<file path="config.mk">
export PLATFORM = sky130hd
export DESIGN_NAME = touch_adc_responder
export DESIGN_NICKNAME = d
export VERILOG_FILES = /design/src/rtl/touch_resp_pkg.sv /design/src/rtl/touch_resp_sync.sv /design/src/rtl/touch_adc_responder.sv
export SDC_FILE = /design/constraint.sdc
export NUM_CORES = 1
export LEC_CHECK = 0
export ABC_AREA = 1
export CAP_MARGIN = 15
export CORE_MARGIN = 4
export CORE_UTILIZATION = 52
export DETAILED_ROUTE_END_ITERATION = 10
export PLACE_DENSITY = 0.86
export SLEW_MARGIN = 15
export SYNTH_ARGS = -nofsm -noshare
export SYNTH_HDL_FRONTEND = slang
export SYNTH_SLANG_ARGS = --single-unit
</file>
<file path="constraint.sdc">
create_clock -name cclk -period 3.6 [get_ports cclk]
set_clock_uncertainty 0.1 [all_clocks]
set_input_delay 0.36 -clock cclk [delete_from_list [all_inputs] [get_ports cclk]]
set_output_delay 0.36 -clock cclk [all_outputs]
set_load 0.05 [all_outputs]
</file>
<file path="src/rtl/touch_resp_pkg.sv">
// Shared definitions for the touchscreen ADC responder: channel codes,
// FSM state encoding and control-byte field positions.
package touch_resp_pkg;

   localparam logic [2:0] CH_X  = 3'b101;
   localparam logic [2:0] CH_Y  = 3'b001;
   localparam logic [2:0] CH_Z1 = 3'b011;
   localparam logic [2:0] CH_Z2 = 3'b100;

   localparam int unsigned CMD_S_BIT    = 7;
   localparam int unsigned CMD_A_HI     = 6;
   localparam int unsigned CMD_A_LO     = 4;
   localparam int unsigned CMD_MODE_BIT = 3;
   localparam int unsigned CMD_SER_BIT  = 2;
   localparam int unsigned CMD_PD_HI    = 1;
   localparam int unsigned CMD_PD_LO    = 0;

   typedef enum logic [2:0] {
      IDLE  = 3'd0,
      HUNT  = 3'd1,
      CMD   = 3'd2,
      BUSYW = 3'd3,
      BUSY  = 3'd4,
      DATA  = 3'd5
   } resp_state_e;

endpackage

</file>
<file path="src/rtl/touch_resp_sync.sv">
// Multi-flop synchronizer for one serial input with rise/fall detection
// of the synchronized level against its previous value.
module touch_resp_sync #(
   parameter int unsigned STAGES  = 2,
   parameter logic        RST_VAL = 1'b0
) (
   input  logic clk,
   input  logic rstb,
   input  logic d,
   output logic q,
   output logic rise,
   output logic fall
);

   logic [STAGES-1:0] chain_q, chain_d;
   logic              prev_q, prev_d;

   always_comb begin
      chain_d = {chain_q[STAGES-2:0], d};
      prev_d  = chain_q[STAGES-1];
   end

   always_ff @(posedge clk) begin
      if (!rstb) begin
         chain_q <= {STAGES{RST_VAL}};
         prev_q  <= RST_VAL;
      end else begin
         chain_q <= chain_d;
         prev_q  <= prev_d;
      end
   end

   assign q    = chain_q[STAGES-1];
   assign rise = chain_q[STAGES-1] & ~prev_q;
   assign fall = ~chain_q[STAGES-1] & prev_q;

endmodule

</file>
<file path="src/rtl/touch_adc_responder.sv">
// Responder side of the touchscreen ADC serial link: decodes the control
// byte, returns BUSY and the selected result. Option: TOUCH_RESP_PENIRQ_EN.
module touch_adc_responder
   import touch_resp_pkg::*;
#(
   parameter int unsigned SYNC_STAGES = 2,
   parameter int unsigned DATA_W      = 12
) (
   input  logic              cclk,
   input  logic              rstb,
   input  logic              touch_csb,
   input  logic              touch_clk,
   input  logic              touch_data_in,
   output logic              touch_data_out,
   output logic              touch_busy,
   input  logic [DATA_W-1:0] x_val,
   input  logic [DATA_W-1:0] y_val,
   input  logic [DATA_W-1:0] z1_val,
   input  logic [DATA_W-1:0] z2_val,
`ifdef TOUCH_RESP_PENIRQ_EN
   input  logic              pen_down,
   output logic              touch_penirq_n,
`endif
   output logic [7:0]        last_cmd,
   output logic              cmd_strobe
);

   localparam int unsigned CNT_W = $clog2(DATA_W);
   localparam logic [CNT_W-1:0] IDX_MSB  = CNT_W'(DATA_W - 1);
   localparam logic [CNT_W-1:0] IDX_LSB8 = CNT_W'(DATA_W - 8);

   logic csb_s, csb_rise_unused, csb_fall_unused;
   logic clk_s_unused, clk_rise, clk_fall;
   logic din_s, din_rise_unused, din_fall_unused;

   touch_resp_sync #(.STAGES(SYNC_STAGES), .RST_VAL(1'b1)) u_sync_csb (
      .clk (cclk), .rstb (rstb), .d (touch_csb),
      .q (csb_s), .rise (csb_rise_unused), .fall (csb_fall_unused)
   );

   touch_resp_sync #(.STAGES(SYNC_STAGES), .RST_VAL(1'b0)) u_sync_clk (
      .clk (cclk), .rstb (rstb), .d (touch_clk),
      .q (clk_s_unused), .rise (clk_rise), .fall (clk_fall)
   );

   touch_resp_sync #(.STAGES(SYNC_STAGES), .RST_VAL(1'b0)) u_sync_din (
      .clk (cclk), .rstb (rstb), .d (touch_data_in),
      .q (din_s), .rise (din_rise_unused), .fall (din_fall_unused)
   );

   resp_state_e       state_q, state_d;
   logic [6:0]        shift_q, shift_d;
   logic [2:0]        bitcnt_q, bitcnt_d;
   logic [DATA_W-1:0] result_q, result_d;
   logic [CNT_W-1:0]  bitidx_q, bitidx_d;
   logic              mode8_q, mode8_d;
   logic [7:0]        last_cmd_q, last_cmd_d;
   logic              cmd_strobe_q, cmd_strobe_d;
   logic              busy_q, busy_d;
   logic              dout_q, dout_d;

   logic [7:0]        cmd_byte;
   logic [DATA_W-1:0] sel_val;
   logic [CNT_W-1:0]  lsb_idx;

   always_comb begin
      cmd_byte = {shift_q, din_s};
      unique case (cmd_byte[CMD_A_HI:CMD_A_LO])
         CH_X:    sel_val = x_val;
         CH_Y:    sel_val = y_val;
         CH_Z1:   sel_val = z1_val;
         CH_Z2:   sel_val = z2_val;
         default: sel_val = '0;
      endcase
      lsb_idx = mode8_q ? IDX_LSB8 : '0;
   end

   always_comb begin
      state_d      = state_q;
      shift_d      = shift_q;
      bitcnt_d     = bitcnt_q;
      result_d     = result_q;
      bitidx_d     = bitidx_q;
      mode8_d      = mode8_q;
      last_cmd_d   = last_cmd_q;
      cmd_strobe_d = 1'b0;
      busy_d       = busy_q;
      dout_d       = dout_q;

      if (csb_s) begin
         state_d = IDLE;
         busy_d  = 1'b0;
         dout_d  = 1'b0;
      end else begin
         case (state_q)
            IDLE: state_d = HUNT;
            HUNT: begin
               // The start bit seeds the shifter; it reaches bit 7 after 7 more shifts.
               if (clk_rise && din_s) begin
                  shift_d  = 7'h01;
                  bitcnt_d = 3'd1;
                  state_d  = CMD;
               end
            end
            CMD: begin
               if (clk_rise) begin
                  if (bitcnt_q == 3'd7) begin
                     last_cmd_d   = cmd_byte;
                     cmd_strobe_d = 1'b1;
                     result_d     = sel_val;
                     mode8_d      = cmd_byte[CMD_MODE_BIT];
                     state_d      = BUSYW;
                  end else begin
                     shift_d  = {shift_q[5:0], din_s};
                     bitcnt_d = bitcnt_q + 3'd1;
                  end
               end
            end
            BUSYW: begin
               if (clk_fall) begin
                  busy_d  = 1'b1;
                  dout_d  = 1'b0;
                  state_d = BUSY;
               end
            end
            BUSY: begin
               if (clk_fall) begin
                  busy_d   = 1'b0;
                  dout_d   = result_q[DATA_W-1];
                  bitidx_d = IDX_MSB;
                  state_d  = DATA;
               end
            end
            DATA: begin
               // bitidx_q is the result bit currently on the wire.
               if (clk_fall) begin
                  if (bitidx_q == lsb_idx) begin
                     dout_d  = 1'b0;
                     state_d = HUNT;
                  end else begin
                     bitidx_d = bitidx_q - 1'b1;
                     dout_d   = result_q[bitidx_q - 1'b1];
                  end
               end
            end
            default: state_d = IDLE;
         endcase
      end
   end

   always_ff @(posedge cclk) begin
      if (!rstb) begin
         state_q      <= IDLE;
         shift_q      <= '0;
         bitcnt_q     <= '0;
         result_q     <= '0;
         bitidx_q     <= '0;
         mode8_q      <= 1'b0;
         last_cmd_q   <= '0;
         cmd_strobe_q <= 1'b0;
         busy_q       <= 1'b0;
         dout_q       <= 1'b0;
      end else begin
         state_q      <= state_d;
         shift_q      <= shift_d;
         bitcnt_q     <= bitcnt_d;
         result_q     <= result_d;
         bitidx_q     <= bitidx_d;
         mode8_q      <= mode8_d;
         last_cmd_q   <= last_cmd_d;
         cmd_strobe_q <= cmd_strobe_d;
         busy_q       <= busy_d;
         dout_q       <= dout_d;
      end
   end

   assign touch_data_out = dout_q;
   assign touch_busy     = busy_q;
   assign last_cmd       = last_cmd_q;
   assign cmd_strobe     = cmd_strobe_q;

`ifdef TOUCH_RESP_PENIRQ_EN
   logic penirq_q, penirq_d;

   always_comb begin
      penirq_d = 1'b1;
      if ((state_d != BUSYW) && (state_d != BUSY) && (state_d != DATA) &&
          (last_cmd_q[CMD_PD_HI:CMD_PD_LO] == 2'b00)) begin
         penirq_d = ~pen_down;
      end
   end

   always_ff @(posedge cclk) begin
      if (!rstb) begin
         penirq_q <= 1'b1;
      end else begin
         penirq_q <= penirq_d;
      end
   end

   assign touch_penirq_n = penirq_q;
`endif

endmodule

</file>
==> impl_metrics.yaml, run 1 <==
yosys:
  synth_top_area_share_pct: 38.1
  syn_area_per_cell_um2: 6.50
  synthCells: 380
  synth.top_cells.by_area: "dfxtp_1 38%, nand2_1 21%, inv_1 5.8%, a21oi_1 5.7%, nand3_1 5.3%"
  synth_enable_flop_cells: 0
  synth_cell_types: 24
  syn_area_mm2: 0.00247
  ys_seq_elements: 47
  synth.largest_area_cell: "dfxtp_1"
  seq_area_frac_synth_pct: 38.1
  synth_warnings: 0
  async_reset_ff_share_pct: 0
  synth_ff_type: "dfxtp_1"
  syn-num-nets: 437
hold_path:
  min_path_type: "reg2reg"
  min_from: "u_sync_din.chain_q[0]"
  min_path_cells: 2
  min_to: "u_sync_din.chain_q[1]"
critical_path:
  critPathRequiredTime_ns: 3.73
  r2r_setup_slack_ns: 1.34
  r2r_start: "bitcnt_q[0]"
  ff2ff_path_depth: 9
  cp-end-kind: "register"
  reg2reg_to: "bitcnt_q[2]"
  crit_arrival_ns: 2.39
  cp_max_fo: 11
  critPathKind: "reg2reg"
  cp-start-kind: "register"
status:
  status: "finished clean"
cts:
  cts_resized: 0
  ctsHoldBuffers: 0
  root_buffer: "clkbuf_8"
  cts_made_buffers: 5
  clk_pin_slew_ns: 0.09
  htree_levels: 2
  cts_tree: "done"
  cts_setup_buffers: 0
  clockBufferDepth: 2
  cts_sinks: 47
  worst_skew_pair.late_latency_ns: 0.30
global_routing:
  grt_pass1_vias: 2339
  gr-total-overflow: 0
  antenna_found_initial: 0
  grt_start_max_net_pins: 26
  grt_usage_pct: 21.3
  grt_pass1_wl_mm: 10.3
power:
  p_int_w: 0.000716
  swShare_pct: 22.6
  comb_power_share_pct: 9.2
  power_density_mw_per_mm2: 292
  p_switching_w: 0.000209
  seq_power_share_pct: 57.1
  power_leakage_nw: 1.31
  power_frac_clock_pct: 33.8
  ir_drop_uv: 211
route:
  drc: 0
  via_per_inst: 5.16
  antenna_left: 0
  avgRoutedWirePerCell_um: 12.7
  routed-via-count: 2529
  drt_pre_antenna_iters: 4
  totalWireLength_mm: 6.21
  drt_iter0_drc: 189
floorplanning:
  die_h_um: 76.9
  coreArea_mm2: 0.00447
  ios: 64
  die_area_mm2: 0.00592
  die_x_um: 76.9
  rows: 24
  start_util_pct: 55.2
final_layout:
  nets: 494
  antenna_cells: 0
  area_growth_pct: 28.4
  num-fill-cells: 370
  most-common-layout-cells: "139 x nand2_1, 63 x clkdlybuf4s50_1, 47 x dfxtp_1"
  drive_gt1_share_pct: 5.71
  final_common_cell: "nand2_1"
sta:
  setup_ws_ns: 1.34
  tightest_slew_ns: 1.08
  drv_slew: 0
  fmax_ghz: 0.443
  finalCritPeriodShare_pct: 62.7
  min_period_ns: 2.26
  finalSetupViolations: 0
  finalHoldViolations: 0
  relSlewSlack_pct: 27.7
  rsz0062_at_grt: "no"
  whs_ns: 0.325
  tns_ns: 0
flow_run:
  maxCapViolations: 0
placement:
  place_congestion: 0.844
  dp_hpwl_mm: 4.64
  dpl_worst_slack_ns: 1.39
  io_buffers: 63
[metrics by stage]
| step | cell area (um^2) | utilization (%) | power, W | cells |
|---|---|---|---|---|
| final | 3170 | 70.9 | 0.000926 | 490 |
| after global routing | 3170 | 70.9 | 0.000962 | 490 |
| after CTS | 3170 | 70.9 | 0.000934 | 490 |
| after floorplan | 2470 | - | 0.000564 | 380 |
| after global placement | 3090 | 69.0 | 0.000623 | 482 |
| after detailed placement | 3090 | 69.0 | 0.000625 | 482 |
[registers in the layout, summed over array words and instances, names as in the netlist, 2 cells and up]
signal and flops:
result_q 12, last_cmd 8, shift_q 7, bitidx_q 4, bitcnt_q 3, state_q 3
u_sync_clk.chain_q 2, u_sync_csb.chain_q 2, u_sync_din.chain_q 2
[metal layers]
metal	GRT usage (%)	wire length, um	up-vias
li1	-	-	1312
met1	24.4	2630	1146
met2	38.7	3210	51
met3	3.98	217	20
met4	8.33	155	0
met5	0	0	-
[Yosys cell counts, drive strengths merged, types with 3 or more instances]
master	count
ha	4
nand4	14
clkbuf	3
nand3	27
nor2	35
nor3	3
buf	12
nand2	143
o21ai	15
a21oi	28
dfxtp	47
or2	3
inv	43
[cell type report]
| type | instances | area, um^2 | area share, % |
|---|---|---|---|
| multi-input combinational | 274 | 1270 | 40.0 |
| sequential | 47 | 941 | 29.7 |
| tap | 52 | 65.1 | 2.05 |
| timing repair buffer | 65 | 646 | 20.4 |
| clock buffer | 6 | 72.6 | 2.29 |
| clock inverter | 2 | 12.5 | 0.395 |
| inverter | 44 | 165 | 5.21 |
[power groups by stage]
stage	Combinational, W	Clock [W]	Sequential (W)
2_1_floorplan	0.0000248	0	0.000539
4_1_cts	0.0000853	0.000320	0.000528
3_3_place_gp	0.0000832	0	0.000540
5_1_grt	0.0000918	0.000341	0.000529
6_report	0.0000847	0.000313	0.000528
3_5_place_dp	0.0000845	0	0.000540
[worst max path at each step]
stage	start	end	slack [ns]	cells after the start
after CTS	bitcnt_q[0]	bitcnt_q[2]	1.33	9
after global routing	bitcnt_q[0]	last_cmd[4]	1.10	6
after global placement	rstb	state_q[1]	1.46	6
final	bitcnt_q[0]	bitcnt_q[2]	1.34	9
after detailed placement	bitcnt_q[0]	last_cmd[4]	1.39	6
after floorplan	bitidx_q[0]	touch_data_out	1.93	10
[worst max-delay path, cell delays in order (launching register included)]
cell and delay [ns]:
dfxtp_1 0.33, ha_1 0.20, ha_1 0.17, inv_1 0.17, nor2_4 0.08, nor3b_2 0.57
nand2_2 0.28, nand2_1 0.12, nand2_1 0.06, nor2_1 0.11
[kinds of logic after synthesis]
| logic type | after synthesis | synth area share (%) |
|---|---|---|
| buffers and inverters | 59 | 10.5 |
| AND/OR/NAND/NOR | 227 | 40.6 |
| AO/OA/AOI/OAI | 43 | 8.71 |
| flip-flops | 47 | 38.1 |
| adder cells (fa/ha/maj) | 4 | 2.03 |
Note: power is estimated with default switching activity, not from simulation.
==> run 2: changes to the inputs <==
--- a/config.mk
+++ b/config.mk
@@ -8,9 +8,9 @@
 export ABC_AREA = 1
 export CAP_MARGIN = 15
 export CORE_MARGIN = 4
-export CORE_UTILIZATION = 52
+export CORE_UTILIZATION = 44
 export DETAILED_ROUTE_END_ITERATION = 10
-export PLACE_DENSITY = 0.86
+export PLACE_DENSITY = 0.78
 export SLEW_MARGIN = 15
 export SYNTH_ARGS = -nofsm -noshare
 export SYNTH_HDL_FRONTEND = slang
==> constraint.sdc (replaced) <==
create_clock -name cclk -period 2 [get_ports cclk]
set_clock_uncertainty 0.1 [all_clocks]
set_input_delay 0.2 -clock cclk [delete_from_list [all_inputs] [get_ports cclk]]
set_output_delay 0.2 -clock cclk [all_outputs]
set_load 0.05 [all_outputs]
==> run 2 against run 1 <==
  * Maximum frequency rose by 25%
  * Design area rose by 2.9%
  * Combinational power rose by 82%
  * Critical path type unchanged
  * Register-to-register slack got worse by 1.1 ns
  * Die area rose by 16%
==> impl_metrics.yaml, run 2 (synthesized netlist as in run 1, its figures left out) <==
route:
  drt_iter0_drc: 104
  routed-via-count: 2502
  drc: 0
  totalWireLength_mm: 5.96
  via_per_inst: 4.85
  avgRoutedWirePerCell_um: 11.5
  drt_pre_antenna_iters: 4
  antenna_left: 0
floorplanning:
  rows: 27
  start_util_pct: 45.1
  die_h_um: 82.9
  ios: 64
  die_area_mm2: 0.00688
  die_x_um: 82.9
  coreArea_mm2: 0.00547
global_routing:
  grt_pass1_wl_mm: 10.5
  gr-total-overflow: 0
  grt_usage_pct: 18.0
  antenna_found_initial: 0
  grt_pass1_vias: 2387
  grt_start_max_net_pins: 23
final_layout:
  num-fill-cells: 531
  largest-register: "result_q"
  largest_reg_flops: 12
  area_growth_pct: 32.1
  final_common_cell: "nand2_1"
  most-common-layout-cells: "139 x nand2_1, 63 x clkdlybuf4s50_1, 47 x dfxtp_1"
  nets: 500
  regArea_um2: 941
  final_cell_count_no_fill: 516
  utilization_pct: 59.6
  drive_gt1_share_pct: 7.43
  antenna_cells: 0
  multi_input_area_mm2: 0.00127
critical_path:
  r2r_setup_slack_ns: 0.20
  crit_chain: "ha_1 -> ha_1 -> inv_1 -> nor2_4 -> nor3b_2 -> buf_4 -> nand2_2 -> nand2_1 -> nand2_1 -> nor2_1"
  critPathSlowestCell: "dfxtp_1"
  crit_path_start: "bitcnt_q[0]"
  reg2reg_to: "shift_q[1]"
  ff2ff_path_depth: 10
  r2r_start: "bitcnt_q[0]"
  crit_arrival_ns: 1.96
  cp-start-kind: "register"
  cp_max_fo: 11
  critPathKind: "reg2reg"
  critPathRequiredTime_ns: 2.15
  max_stage_delay_ns: 0.34
  cp-end-kind: "register"
sta:
  setup_ws_ns: 0.195
  min_period_ns: 1.80
  tightest_slew_ns: 0.518
  drv_slew: 0
  tns_ns: 0
  relSlewSlack_pct: 65.3
  finalSetupViolations: 0
  fmax_ghz: 0.554
  rsz0062_at_grt: "no"
  finalCritPeriodShare_pct: 90.2
  finalHoldViolations: 0
cts:
  clk_pin_slew_ns: 0.09
  cts_made_buffers: 5
  cts_tree: "done"
  htree_levels: 2
  ctsHoldBuffers: 0
  cts_sinks: 47
  worst_skew_pair.late_latency_ns: 0.31
  clockBufferDepth: 2
  root_buffer: "clkbuf_8"
placement:
  dp_hpwl_mm: 4.63
  place_congestion: 0.858
  dpl_worst_slack_ns: 0.208
  io_buffers: 63
  dp.cells: 508
hold_path:
  min_path_cells: 3
  min_path_type: "in2reg"
  min_from: "touch_data_in"
  min_to: "u_sync_din.chain_q[0]"
power:
  power_leakage_nw: 1.35
  p_total_w: 0.00169
  ir_drop_uv: 327
  power_density_mw_per_mm2: 519
status:
  status: "finished clean"
flow_run:
  maxCapViolations: 0
-- run 2: cell count changes in the layout (fill, tap and decap cells not counted) --
cell      before  now
clkbuf_1       1    0
clkinv_1       1    0
inv_6          0    2
buf_4          2    7
buf_12         0    1
-- run 2: worst max-delay path by stage --
stage	end	slack, ns	cells past startpoint
global route	shift_q[1]	0.04	10
floorplan	touch_data_out	0.33	10
global placement	bitcnt_q[0]	0.26	9
CTS	shift_q[1]	0.18	10
finish	shift_q[1]	0.20	10
detailed placement	shift_q[1]	0.21	10
-- run 2: stage by stage --
step	hold slack, ns	instance area (um^2)
after global placement	0.298	3170
after global routing	0.323	3260
after detailed placement	0.305	3170
after CTS	0.304	3260
final	0.313	3260
after floorplan	0.198	2470
-- run 2: final cells by class --
type	count	share of cell area (%)
sequential	47	28.8
clock buffer	5	2.11
inverter	44	5.18
multi-input combinational	274	38.9
timing repair buffer	71	21.5
tap	72	2.76
clock inverter	3	0.690
-- run 2: critical path, delay by kind of cell, from the launching register on --
kind | cells | cell delay [ns]
buf+inv | 2 | 0.35
simple gates | 6 | 0.59
flops | 1 | 0.34
fa+ha+maj | 2 | 0.37
-- run 2: what timing repair did --
action,CTS,global route
buffers inserted,0,0
resized for setup,0,1
setup endpoints to repair,0,1
-- run 2: report_power, final --
part / switching, W / internal (W)
logic: 0.0000507 / 0.000103
clock network: 0.000335 / 0.000253
registers: 0.00000682 / 0.000944
-- run 2: layer usage --
layer | vias to the layer above | wire, um | GRT usage, %
li1 | 1320 | - | -
met1 | 1142 | 2560 | 21.5
met2 | 32 | 3150 | 32.4
met3 | 8 | 167 | 3.57
met4 | 0 | 82 | 5.35
met5 | - | 0 | 0
==> run 3: changes to the inputs <==
--- a/config.mk
+++ b/config.mk
@@ -11,7 +11,6 @@
 export CORE_UTILIZATION = 44
 export DETAILED_ROUTE_END_ITERATION = 10
 export PLACE_DENSITY = 0.78
-export SLEW_MARGIN = 15
 export SYNTH_ARGS = -nofsm -noshare
 export SYNTH_HDL_FRONTEND = slang
 export SYNTH_SLANG_ARGS = --single-unit
==> results of run 3 <==
Final layout, timing and power as in run 2 (identical DEF).
